**config.mk**
```make
export PLATFORM = sky130hd
export DESIGN_NAME = reservation_station_flat
export DESIGN_NICKNAME = d
export VERILOG_FILES = /design/src/rtl/reservation_station_pkg.sv /design/src/rtl/reservation_station_if.sv /design/src/rtl/reservation_station_rs_select.sv /design/src/rtl/reservation_station.sv /design/src/flat_wrapper.sv
export SDC_FILE = /design/constraint.sdc
export NUM_CORES = 2
export LEC_CHECK = 0
export CAP_MARGIN = 5
export CORE_ASPECT_RATIO = 1.75
export CORE_MARGIN = 8
export CORE_UTILIZATION = 50
export DETAILED_ROUTE_END_ITERATION = 6
export HOLD_SLACK_MARGIN = 0.05
export PLACE_DENSITY_LB_ADDON = 0.08
export SLEW_MARGIN = 15
export SYNTH_ARGS = -nofsm -noshare
export SYNTH_HDL_FRONTEND = slang
export SYNTH_SLANG_ARGS = --single-unit
```
**constraint.sdc**
```tcl
create_clock -name clk -period 3.7 [get_ports clk]
set_input_delay 0.74 -clock clk [delete_from_list [all_inputs] [get_ports clk]]
set_output_delay 0.74 -clock clk [all_outputs]
set_load 0.005 [all_outputs]
```
**src/rtl/reservation_station_pkg.sv**
```systemverilog
// Shared widths, opcode codes and the entry record for the reservation station.
// Optional feature macro: RS_ISSUE_BYPASS_EN (capture same-cycle CDB values at issue).
package reservation_station_pkg;

    localparam int RS_SIZE = 8;
    localparam int ROB_W   = 4;
    localparam int OP_W    = 6;
    localparam int IDX_W   = $clog2(RS_SIZE);

    typedef enum logic [OP_W-1:0] {
        OP_NOP   = 6'd0,
        OP_ADD   = 6'd1,
        OP_SUB   = 6'd2,
        OP_BEQ   = 6'd3,
        OP_JALR  = 6'd4,
        OP_LOAD  = 6'd5,
        OP_STORE = 6'd6
    } op_e;

    typedef struct packed {
        logic             busy;
        logic [OP_W-1:0]  opcode;
        logic [ROB_W-1:0] rob;
        logic [31:0]      vj;
        logic [31:0]      vk;
        logic [ROB_W-1:0] qj;
        logic [ROB_W-1:0] qk;
        logic             j_rdy;
        logic             k_rdy;
    } rs_entry_t;

    // A broadcast only counts when its valid strobe is up.
    function automatic logic tag_hit(input logic sgn, input logic [ROB_W-1:0] cdb_rob,
                                     input logic [ROB_W-1:0] tag);
        return sgn && (cdb_rob == tag);
    endfunction

endpackage

```
**src/rtl/reservation_station_if.sv**
```systemverilog
// Issue, CDB snoop and dispatch bundle of the reservation station.
// master = issuer/environment side, slave = reservation station side.
interface reservation_station_if;
    import reservation_station_pkg::*;

    logic             rdy;
    logic             flush;
    logic             iss_valid;
    logic [OP_W-1:0]  iss_opcode;
    logic [ROB_W-1:0] iss_rob;
    logic [31:0]      iss_vj;
    logic [31:0]      iss_vk;
    logic [ROB_W-1:0] iss_qj;
    logic [ROB_W-1:0] iss_qk;
    logic             iss_qj_rdy;
    logic             iss_qk_rdy;
    logic             full;
    logic             alu_cdb_sgn;
    logic [ROB_W-1:0] alu_cdb_rob;
    logic [31:0]      alu_cdb_val;
    logic             lsb_cdb_sgn;
    logic [ROB_W-1:0] lsb_cdb_rob;
    logic [31:0]      lsb_cdb_val;
    logic             RS_sgn;
    logic [OP_W-1:0]  RS_opcode;
    logic [ROB_W-1:0] RS_ROB_name;
    logic [31:0]      RS_lhs;
    logic [31:0]      RS_rhs;

    modport master (
        output rdy, flush, iss_valid, iss_opcode, iss_rob, iss_vj, iss_vk,
               iss_qj, iss_qk, iss_qj_rdy, iss_qk_rdy,
               alu_cdb_sgn, alu_cdb_rob, alu_cdb_val,
               lsb_cdb_sgn, lsb_cdb_rob, lsb_cdb_val,
        input  full, RS_sgn, RS_opcode, RS_ROB_name, RS_lhs, RS_rhs
    );

    modport slave (
        input  rdy, flush, iss_valid, iss_opcode, iss_rob, iss_vj, iss_vk,
               iss_qj, iss_qk, iss_qj_rdy, iss_qk_rdy,
               alu_cdb_sgn, alu_cdb_rob, alu_cdb_val,
               lsb_cdb_sgn, lsb_cdb_rob, lsb_cdb_val,
        output full, RS_sgn, RS_opcode, RS_ROB_name, RS_lhs, RS_rhs
    );

endinterface

```
**src/rtl/reservation_station_rs_select.sv**
```systemverilog
// Lowest-index priority encoder; used for both free-slot and ready-slot picking.
module rs_select #(
    parameter int N = 8,
    localparam int W = (N > 1) ? $clog2(N) : 1
) (
    input  logic [N-1:0] req_i,
    output logic [W-1:0] idx_o,
    output logic         found_o
);

    // Scan from the top so the lowest set bit is the last one written.
    always_comb begin
        idx_o   = '0;
        found_o = 1'b0;
        for (int i = N - 1; i >= 0; i--) begin
            if (req_i[i]) begin
                idx_o   = W'(i);
                found_o = 1'b1;
            end
        end
    end

endmodule

```
**src/rtl/reservation_station.sv**
```systemverilog
// Reservation station: holds ALU-class instructions until both operands are
// valid, snoops ALU and load-buffer CDBs, dispatches one ready entry per cycle.
// Optional feature macro: RS_ISSUE_BYPASS_EN (issue-time capture of same-cycle CDB).
module reservation_station
    import reservation_station_pkg::*;
(
    input logic                  clk,
    input logic                  rst,
    reservation_station_if.slave bus
);

    rs_entry_t        ent_q [RS_SIZE];
    rs_entry_t        ent_d [RS_SIZE];
    rs_entry_t        new_ent;
    logic [RS_SIZE-1:0] free_vec, ready_vec;
    logic [IDX_W-1:0] free_idx, ready_idx;
    logic             free_found, ready_found, full;
    logic             sgn_q, sgn_d;
    logic [OP_W-1:0]  opcode_q, opcode_d;
    logic [ROB_W-1:0] rob_q, rob_d;
    logic [31:0]      lhs_q, lhs_d, rhs_q, rhs_d;

    // Slot status vectors, taken from registered state only (pre-wakeup).
    always_comb begin
        for (int i = 0; i < RS_SIZE; i++) begin
            free_vec[i]  = ~ent_q[i].busy;
            ready_vec[i] = ent_q[i].busy & ent_q[i].j_rdy & ent_q[i].k_rdy;
        end
    end

    rs_select #(.N(RS_SIZE)) u_free_sel  (.req_i(free_vec),  .idx_o(free_idx),  .found_o(free_found));
    rs_select #(.N(RS_SIZE)) u_ready_sel (.req_i(ready_vec), .idx_o(ready_idx), .found_o(ready_found));

    assign full = ~free_found;

    // Build the incoming entry; with bypass, a pending operand whose producer is on a CDB this cycle is captured.
    always_comb begin
        new_ent        = '0;
        new_ent.busy   = 1'b1;
        new_ent.opcode = bus.iss_opcode;
        new_ent.rob    = bus.iss_rob;
        new_ent.vj     = bus.iss_vj;
        new_ent.vk     = bus.iss_vk;
        new_ent.qj     = bus.iss_qj;
        new_ent.qk     = bus.iss_qk;
        new_ent.j_rdy  = bus.iss_qj_rdy;
        new_ent.k_rdy  = bus.iss_qk_rdy;
`ifdef RS_ISSUE_BYPASS_EN
        if (!bus.iss_qj_rdy) begin
            if (tag_hit(bus.alu_cdb_sgn, bus.alu_cdb_rob, bus.iss_qj)) begin
                new_ent.vj = bus.alu_cdb_val; new_ent.j_rdy = 1'b1;
            end else if (tag_hit(bus.lsb_cdb_sgn, bus.lsb_cdb_rob, bus.iss_qj)) begin
                new_ent.vj = bus.lsb_cdb_val; new_ent.j_rdy = 1'b1;
            end
        end
        if (!bus.iss_qk_rdy) begin
            if (tag_hit(bus.alu_cdb_sgn, bus.alu_cdb_rob, bus.iss_qk)) begin
                new_ent.vk = bus.alu_cdb_val; new_ent.k_rdy = 1'b1;
            end else if (tag_hit(bus.lsb_cdb_sgn, bus.lsb_cdb_rob, bus.iss_qk)) begin
                new_ent.vk = bus.lsb_cdb_val; new_ent.k_rdy = 1'b1;
            end
        end
`endif
    end

    // Next state: wakeup, select/dispatch, issue, flush; rdy=0 freezes entries and drops RS_sgn.
    always_comb begin
        ent_d    = ent_q;
        sgn_d    = 1'b0;
        opcode_d = opcode_q;
        rob_d    = rob_q;
        lhs_d    = lhs_q;
        rhs_d    = rhs_q;
        if (bus.rdy) begin
            for (int i = 0; i < RS_SIZE; i++) begin
                if (ent_q[i].busy && !ent_q[i].j_rdy) begin
                    if (tag_hit(bus.alu_cdb_sgn, bus.alu_cdb_rob, ent_q[i].qj)) begin
                        ent_d[i].vj = bus.alu_cdb_val; ent_d[i].j_rdy = 1'b1;
                    end else if (tag_hit(bus.lsb_cdb_sgn, bus.lsb_cdb_rob, ent_q[i].qj)) begin
                        ent_d[i].vj = bus.lsb_cdb_val; ent_d[i].j_rdy = 1'b1;
                    end
                end
                if (ent_q[i].busy && !ent_q[i].k_rdy) begin
                    if (tag_hit(bus.alu_cdb_sgn, bus.alu_cdb_rob, ent_q[i].qk)) begin
                        ent_d[i].vk = bus.alu_cdb_val; ent_d[i].k_rdy = 1'b1;
                    end else if (tag_hit(bus.lsb_cdb_sgn, bus.lsb_cdb_rob, ent_q[i].qk)) begin
                        ent_d[i].vk = bus.lsb_cdb_val; ent_d[i].k_rdy = 1'b1;
                    end
                end
            end
            if (bus.flush) begin
                for (int i = 0; i < RS_SIZE; i++) ent_d[i].busy = 1'b0;
            end else begin
                if (ready_found) begin
                    sgn_d                 = 1'b1;
                    opcode_d              = ent_q[ready_idx].opcode;
                    rob_d                 = ent_q[ready_idx].rob;
                    lhs_d                 = ent_q[ready_idx].vj;
                    rhs_d                 = ent_q[ready_idx].vk;
                    ent_d[ready_idx].busy = 1'b0;
                end
                // Free slot comes from registered state, so it never collides with the dispatched slot.
                if (bus.iss_valid && !full) ent_d[free_idx] = new_ent;
            end
        end
    end

    // State registers with synchronous active-low reset.
    always_ff @(posedge clk) begin
        if (!rst) begin
            for (int i = 0; i < RS_SIZE; i++) ent_q[i] <= '0;
            sgn_q    <= 1'b0;
            opcode_q <= '0;
            rob_q    <= '0;
            lhs_q    <= '0;
            rhs_q    <= '0;
        end else begin
            ent_q    <= ent_d;
            sgn_q    <= sgn_d;
            opcode_q <= opcode_d;
            rob_q    <= rob_d;
            lhs_q    <= lhs_d;
            rhs_q    <= rhs_d;
        end
    end

    assign bus.full        = full;
    assign bus.RS_sgn      = sgn_q;
    assign bus.RS_opcode   = opcode_q;
    assign bus.RS_ROB_name = rob_q;
    assign bus.RS_lhs      = lhs_q;
    assign bus.RS_rhs      = rhs_q;

endmodule

```
**src/flat_wrapper.sv**
```systemverilog
// flat-port wrapper written by rule: the top's interface ports become plain ports
module reservation_station_flat import reservation_station_pkg::*;
  (clk, rst, bus_rdy, bus_flush, bus_iss_valid, bus_iss_opcode, bus_iss_rob, bus_iss_vj, bus_iss_vk, bus_iss_qj, bus_iss_qk, bus_iss_qj_rdy, bus_iss_qk_rdy, bus_alu_cdb_sgn, bus_alu_cdb_rob, bus_alu_cdb_val, bus_lsb_cdb_sgn, bus_lsb_cdb_rob, bus_lsb_cdb_val, bus_full, bus_RS_sgn, bus_RS_opcode, bus_RS_ROB_name, bus_RS_lhs, bus_RS_rhs);
  reservation_station_if bus_i ();
  input logic clk;
  input logic rst;
  input wire logic [$bits(bus_i.rdy)-1:0] bus_rdy;
  input wire logic [$bits(bus_i.flush)-1:0] bus_flush;
  input wire logic [$bits(bus_i.iss_valid)-1:0] bus_iss_valid;
  input wire logic [$bits(bus_i.iss_opcode)-1:0] bus_iss_opcode;
  input wire logic [$bits(bus_i.iss_rob)-1:0] bus_iss_rob;
  input wire logic [$bits(bus_i.iss_vj)-1:0] bus_iss_vj;
  input wire logic [$bits(bus_i.iss_vk)-1:0] bus_iss_vk;
  input wire logic [$bits(bus_i.iss_qj)-1:0] bus_iss_qj;
  input wire logic [$bits(bus_i.iss_qk)-1:0] bus_iss_qk;
  input wire logic [$bits(bus_i.iss_qj_rdy)-1:0] bus_iss_qj_rdy;
  input wire logic [$bits(bus_i.iss_qk_rdy)-1:0] bus_iss_qk_rdy;
  input wire logic [$bits(bus_i.alu_cdb_sgn)-1:0] bus_alu_cdb_sgn;
  input wire logic [$bits(bus_i.alu_cdb_rob)-1:0] bus_alu_cdb_rob;
  input wire logic [$bits(bus_i.alu_cdb_val)-1:0] bus_alu_cdb_val;
  input wire logic [$bits(bus_i.lsb_cdb_sgn)-1:0] bus_lsb_cdb_sgn;
  input wire logic [$bits(bus_i.lsb_cdb_rob)-1:0] bus_lsb_cdb_rob;
  input wire logic [$bits(bus_i.lsb_cdb_val)-1:0] bus_lsb_cdb_val;
  output wire logic [$bits(bus_i.full)-1:0] bus_full;
  output wire logic [$bits(bus_i.RS_sgn)-1:0] bus_RS_sgn;
  output wire logic [$bits(bus_i.RS_opcode)-1:0] bus_RS_opcode;
  output wire logic [$bits(bus_i.RS_ROB_name)-1:0] bus_RS_ROB_name;
  output wire logic [$bits(bus_i.RS_lhs)-1:0] bus_RS_lhs;
  output wire logic [$bits(bus_i.RS_rhs)-1:0] bus_RS_rhs;
  assign bus_i.rdy = bus_rdy;
  assign bus_i.flush = bus_flush;
  assign bus_i.iss_valid = bus_iss_valid;
  assign bus_i.iss_opcode = bus_iss_opcode;
  assign bus_i.iss_rob = bus_iss_rob;
  assign bus_i.iss_vj = bus_iss_vj;
  assign bus_i.iss_vk = bus_iss_vk;
  assign bus_i.iss_qj = bus_iss_qj;
  assign bus_i.iss_qk = bus_iss_qk;
  assign bus_i.iss_qj_rdy = bus_iss_qj_rdy;
  assign bus_i.iss_qk_rdy = bus_iss_qk_rdy;
  assign bus_i.alu_cdb_sgn = bus_alu_cdb_sgn;
  assign bus_i.alu_cdb_rob = bus_alu_cdb_rob;
  assign bus_i.alu_cdb_val = bus_alu_cdb_val;
  assign bus_i.lsb_cdb_sgn = bus_lsb_cdb_sgn;
  assign bus_i.lsb_cdb_rob = bus_lsb_cdb_rob;
  assign bus_i.lsb_cdb_val = bus_lsb_cdb_val;
  assign bus_full = bus_i.full;
  assign bus_RS_sgn = bus_i.RS_sgn;
  assign bus_RS_opcode = bus_i.RS_opcode;
  assign bus_RS_ROB_name = bus_i.RS_ROB_name;
  assign bus_RS_lhs = bus_i.RS_lhs;
  assign bus_RS_rhs = bus_i.RS_rhs;
  reservation_station u_core (.clk(clk), .rst(rst), .bus(bus_i));
endmodule
```
* After elaboration in Yosys (flattened, before gate mapping)
Cells that the tools add are included.
** Storage, ports and cells
- Register bits after elaboration :: 755
- Output and inout port bits :: 76
- Word-level logic and storage cells :: 395
** Cells by class
- Magnitude comparators :: 4
- Equal/unequal tests :: 32
- Mux-type cells :: 190
- Bitwise gates (word level) :: 22
- Reduce and logical (&&, ||, !) cells :: 70
** Operator list (count)
- 680-bit 2-to-1 mux :: 4
- 32-bit 2-to-1 mux :: 64
- 680-bit bitwise mux :: 2
- 74-bit 2-to-1 mux :: 8
- 85-bit demux with 3-bit select :: 2
- 85-bit binary-select mux with 3-bit select :: 1
- 85-bit 2-to-1 mux :: 2
- 84-bit 2-to-1 mux :: 2
- 4-bit equality test :: 32
- 1-bit 2-to-1 mux :: 89
- 1-bit logical AND :: 51
- 3-bit 2-to-1 mux :: 16
- 1-bit bitwise AND :: 16
- 1-bit logical NOT :: 16
- 4-bit greater-or-equal comparator (second input constant) :: 2
- 4-bit by 1-bit < comparator with 1-bit output (second input constant) :: 2
- 3-bit NOT with 4-bit output :: 2
- 1-bit NOT :: 4
- 3-bit AND reduction :: 1
- 3-bit OR reduction :: 1
- 2-bit AND reduction :: 1

* Logic depth before layout (Yosys ltp)
- Depth after elaboration :: 22
- Depth in mapped cells :: 11
- Mapped depth without buffers :: 6

* Modules after synthesis
A second synthesis with hierarchy kept.
** Second synthesis, totals
- Cell total of the unflattened synthesis :: 5205
- Area total of the unflattened synthesis :: 43977.2 µm²
** Modules (own cells, without submodules)
- reservation_station :: times used 1, cells an instance 5179, area an instance 43817.0 µm²
- rs_select :: times used 2, cells an instance 13, area an instance 80.1 µm²

* Worst setup path after synthesis
OpenSTA, ideal clock, no wires.
- Kind :: input port to flip-flop
- Start point :: input bus_alu_cdb_rob[1]
- End point :: register u_core.ent_q[354] (netlist name)
- Library setup time :: 0.128 ns
- Arrival :: 2.398 ns
- Slack :: 1.173 ns
- Stages on the path :: 8
- Cell sequence :: buf_4 > buf_6 > xor2_1 > nor4_4 > buf_2 > mux2_2 > o221ai_1 > a21oi_1
** Between the ends
- Cells in the longest elaborated chain, start to end :: 12
** Ends and longest elaborated chain
- start, declared :: line flat_wrapper.sv:19 : input wire logic [$bits(bus_i.alu_cdb_rob)-1:0] bus_alu_cdb_rob;
- 4-bit equality test (*) :: line reservation_station_pkg.sv:35 : return sgn && (cdb_rob == tag);
- 1-bit logical AND (*) :: line reservation_station_pkg.sv:35
- 32-bit 2-to-1 mux (*) :: line reservation_station.sv:84 : if (tag_hit(bus.alu_cdb_sgn, bus.alu_cdb_rob, ent_q[i].qk)) begin
- 32-bit 2-to-1 mux (*) :: line reservation_station.sv:83 : if (ent_q[i].busy && !ent_q[i].k_rdy) begin
- 32-bit 2-to-1 mux (*) :: line reservation_station.sv:74 : if (bus.rdy) begin
- 680-bit bitwise mux :: line reservation_station.sv:100 : ent_d[ready_idx].busy = 1'b0;
- 680-bit 2-to-1 mux :: line reservation_station.sv:94 : if (ready_found) begin
- 680-bit 2-to-1 mux :: line reservation_station.sv:91 : if (bus.flush) begin
- 680-bit 2-to-1 mux :: line reservation_station.sv:74
- 680-bit bitwise mux :: line reservation_station.sv:103 : if (bus.iss_valid && !full) ent_d[free_idx] = new_ent;
- 680-bit 2-to-1 mux :: line reservation_station.sv:103
- 74-bit 2-to-1 mux (*) :: line reservation_station.sv:91
- end signal, assigned :: line reservation_station.sv:118 : ent_q <= ent_d;
- end, declared :: line reservation_station.sv:12 : rs_entry_t ent_q [RS_SIZE];
Mark *: on every way between the ends. The rest lies on a longest branch, timed or not. The select of a mux whose other input is x is not followed.
A chain may end at the register's enable or synchronous reset.

* Worst setup path in the final report
- Start point :: register u_core.ent_q[509] (netlist name)
- End point :: output bus_full
** Between the ends
- Cells in the longest elaborated chain, start to end :: 4
** Ends and longest elaborated chain
- 1-bit 2-to-1 mux (3 in a row) :: line reservation_station_rs_select.sv:16 : if (req_i[i]) begin
- 1-bit NOT :: line reservation_station.sv:34 : assign full = ~free_found;
- end, declared :: line flat_wrapper.sv:24 : output wire logic [$bits(bus_i.full)-1:0] bus_full;
Every way passes these cells.

==> results.md <==
- WL final: 200.3 mm
- Commonest non-fill, non-tap cell in the layout: dfxtp_1
- Seq/Total Area, Yosys: 0.3596
- Clock latency on the worst-skew pair: 0.70 ns
- Input/output buffers: 238
- R2r setup slk: 0.45 ns
- DRC: 8
- Final setup vio count: 0
- Critical path peak fanout: 11
- Final Slew Violations: 0
- Fill cell total of the finished layout: 7,724
- Die Width: 235.2 um
- Min Tclk post-route: 3.260 ns
- Synthesized area per cell: 8.109 sq um
- Slew headroom: 0.2193
- HP Class: register to register
- Sw Ratio: 0.2623
- Die Y: 399.6 um
- Largest net degree at the start of global routing: 149
- Row cnt: 140
- Iter 0 DRT Violations: 6,528
- Gpl congestion: 0.9685
- Most frequent cells in the layout: dfxtp_1, a21oi_1, nand2_1, nand3_1, o21ai_0
- Failing checks: design-rule violations
- Max Cap Viol: 0
- Clock tree buffer depth: 3
- CP required: 2.96 ns
- Sequential Power Share: 0.451
- Status: complete, but fails checks
- Met3 Resource Use GR: 0.1003
- CP endpoint: bus_full
- Startpoint Class: register
- Clock slew at reported path FFs: 0.08 ns
- Register Area: 0.01511 sq mm
- CTS root buf: clkbuf_16
- Area of the multi-input gates: 0.02367 sq mm
- Setup crit start: u_core.ent_q[509]$_SDFFE_PN0P_
- Syn. warnings: 0
- FF-to-FF End: u_core.ent_q[140]$_SDFFE_PN0P_
- Post_cts resized: 0
- Vias in the first global route: 44.27k
- Postcts setup bufs: 0
- Hold Fails Final Rpt: 0
- EDFF count, synth: 0
- Setup Skew: 0.03099 ns
- Synth async-reset ratio: 0
- Core box area: 0.08320 sq mm
- Synthesis-to-finish area growth: 14.25%
- Hold buffers post-CTS: 0
- Ys flop type: dfxtp_1
- Logic pwr share: 0.092
- Design internal power: 0.01342 W
- Crit Path Category: register to output pin
- VDD IR max: 0.0003468 V
- Worst Max-Slew Pin Slew: 1.168 ns
- Synth Cell Area: 0.04204 sq mm
- GRT Util Overall: 0.4024
- GRT overflow: 0
- Syn Nets: 5,347
- Reg2reg start: u_core.ent_q[679]$_SDFFE_PN0P_
- First-pass GRT wire length: 288.8 mm
- Count of cell types in the netlist: 81
- TNS Setup: 0 ns
- Clk pwr share: 0.457
- Final #Nets: 5,217
- Starting Density: 0.5052
- Grt peak-use layer: met2
- Max Freq: 0.3068 GHz
- Met2 GRT Util: 0.6392
- Total CTS buffers: 76
- Leak: 16.37 nW
- Finished Core Util: 0.5772
- DR pass1 iterations: 7
- H-tree level count: 3
- Fraction of layout cells with a size suffix above 1: 0.09628
- R2R depth: 7
- Net Sw Power: 0.004772 W
- ANT nets after route: 0
- Met1 usage: 0.4653
- Crit path arrival time: 2.52 ns
- Vias: 45.95k
- Mapped Cells: 5,184
- DPL Wire Length: 117.3 mm
- Power per cell area: 378.8 mW/mm^2
- I/O pin cnt: 239
- Die area: 0.09397 sq mm
- Wire per inst: 32.41 um
- Vias per inst: 7.436
- CTS tree: done
- Antenna violations before repair: 7
- Seq cells post-synth: 755
- CTS Sinks: 755
- Final period utilization: 0.8810
- RSZ-0062 raised after global routing: no
- Crit end category: output pin
## layout make-up
class                           count  share of cell area
Multi-Input combinational cell   3604              0.4929
Sequential cell                   755              0.3147
Timing Repair Buffer              450             0.09808
Clock buffer                      114             0.04723
Tap cell                         1065             0.02774
Inverter                          167             0.01326
Clock inverter                     20            0.005809
Antenna cell                        5           0.0002605
## flip-flops by register name (all words and copies together) (netlist names)
name                    flops
u_core.ent_q              680
u_core.bus.RS_lhs          32
u_core.bus.RS_rhs          32
u_core.bus.RS_opcode        6
u_core.bus.RS_ROB_name      4
u_core.bus.RS_sgn           1
## power by group through the flow
stage          Combinational, W  Sequential [W]  Clock (W)
2_1_floorplan          0.000854         0.00837          0
3_3_place_gp            0.00159         0.00838          0
3_5_place_dp            0.00160         0.00838          0
4_1_cts                 0.00161         0.00820    0.00829
5_1_grt                 0.00171         0.00820    0.00864
6_report                0.00168         0.00820    0.00831
## through the flow
step                      hold WS (ns)  setup WS [ns]  cell area, sq um  cells  power, W
after floorplan                 0.4199          1.173             42040   5184  0.009228
after detailed placement        0.4366         0.2136             45470   6041  0.009985
after global placement          0.4316         0.2540             45470   6041  0.009972
after global routing            0.4585         0.3496             48020   6177   0.01856
after CTS                       0.4462         0.5875             48020   6175   0.01810
final                           0.4485         0.4401             48030   6180   0.01820
## critical path: stages (launching register included)
cell and delay, ns:
dfxtp_1 0.58, nand4_1 0.22, nor2_1 0.44, clkdlybuf4s50_1 0.60
## cell families after synthesis
group | share of synthesized area
buf+inv | 0.08557
simple gates | 0.1233
flops | 0.3596
mux | 0.05500
compound gates | 0.3499
xor+xnor | 0.02667
## routing by layer
| metal | vias up | part of all wire |
|---|---|---|
| li1 | 19280 | - |
| met1 | 22010 | 0.36 |
| met2 | 3616 | 0.45 |
| met3 | 1042 | 0.11 |
| met4 | 6 | 0.082 |
| met5 | - | 0.00040 |
## how the worst min path moves through the flow
stage               slack [ns]                           start  cells after the start                             end
global route              0.46  u_core.ent_q[215]$_SDFFE_PN0P_                      2  u_core.ent_q[215]$_SDFFE_PN0P_
CTS                       0.45  u_core.ent_q[237]$_SDFFE_PN0P_                      2  u_core.ent_q[237]$_SDFFE_PN0P_
detailed placement        0.44  u_core.ent_q[237]$_SDFFE_PN0P_                      2  u_core.ent_q[237]$_SDFFE_PN0P_
global placement          0.43  u_core.ent_q[370]$_SDFFE_PN0P_                      2  u_core.ent_q[370]$_SDFFE_PN0P_
finish                    0.45  u_core.ent_q[354]$_SDFFE_PN0P_                      2  u_core.ent_q[354]$_SDFFE_PN0P_
floorplan                 0.42  u_core.ent_q[668]$_SDFFE_PN0P_                      1  u_core.ent_q[668]$_SDFFE_PN0P_
## synth_stat cells (all sizes together), types with 156 or more instances
master | number | share of area
o21ai | 308 | 0.037
dfxtp | 755 | 0.36
inv | 167 | 0.015
buf | 221 | 0.032
clkbuf | 437 | 0.039
nor2 | 156 | 0.014
a21oi | 572 | 0.068
o221ai | 229 | 0.048
nand3 | 307 | 0.037
mux2i | 186 | 0.044
o22ai | 163 | 0.024
nand2 | 432 | 0.039
Note: power is estimated with default switching activity, not from simulation.
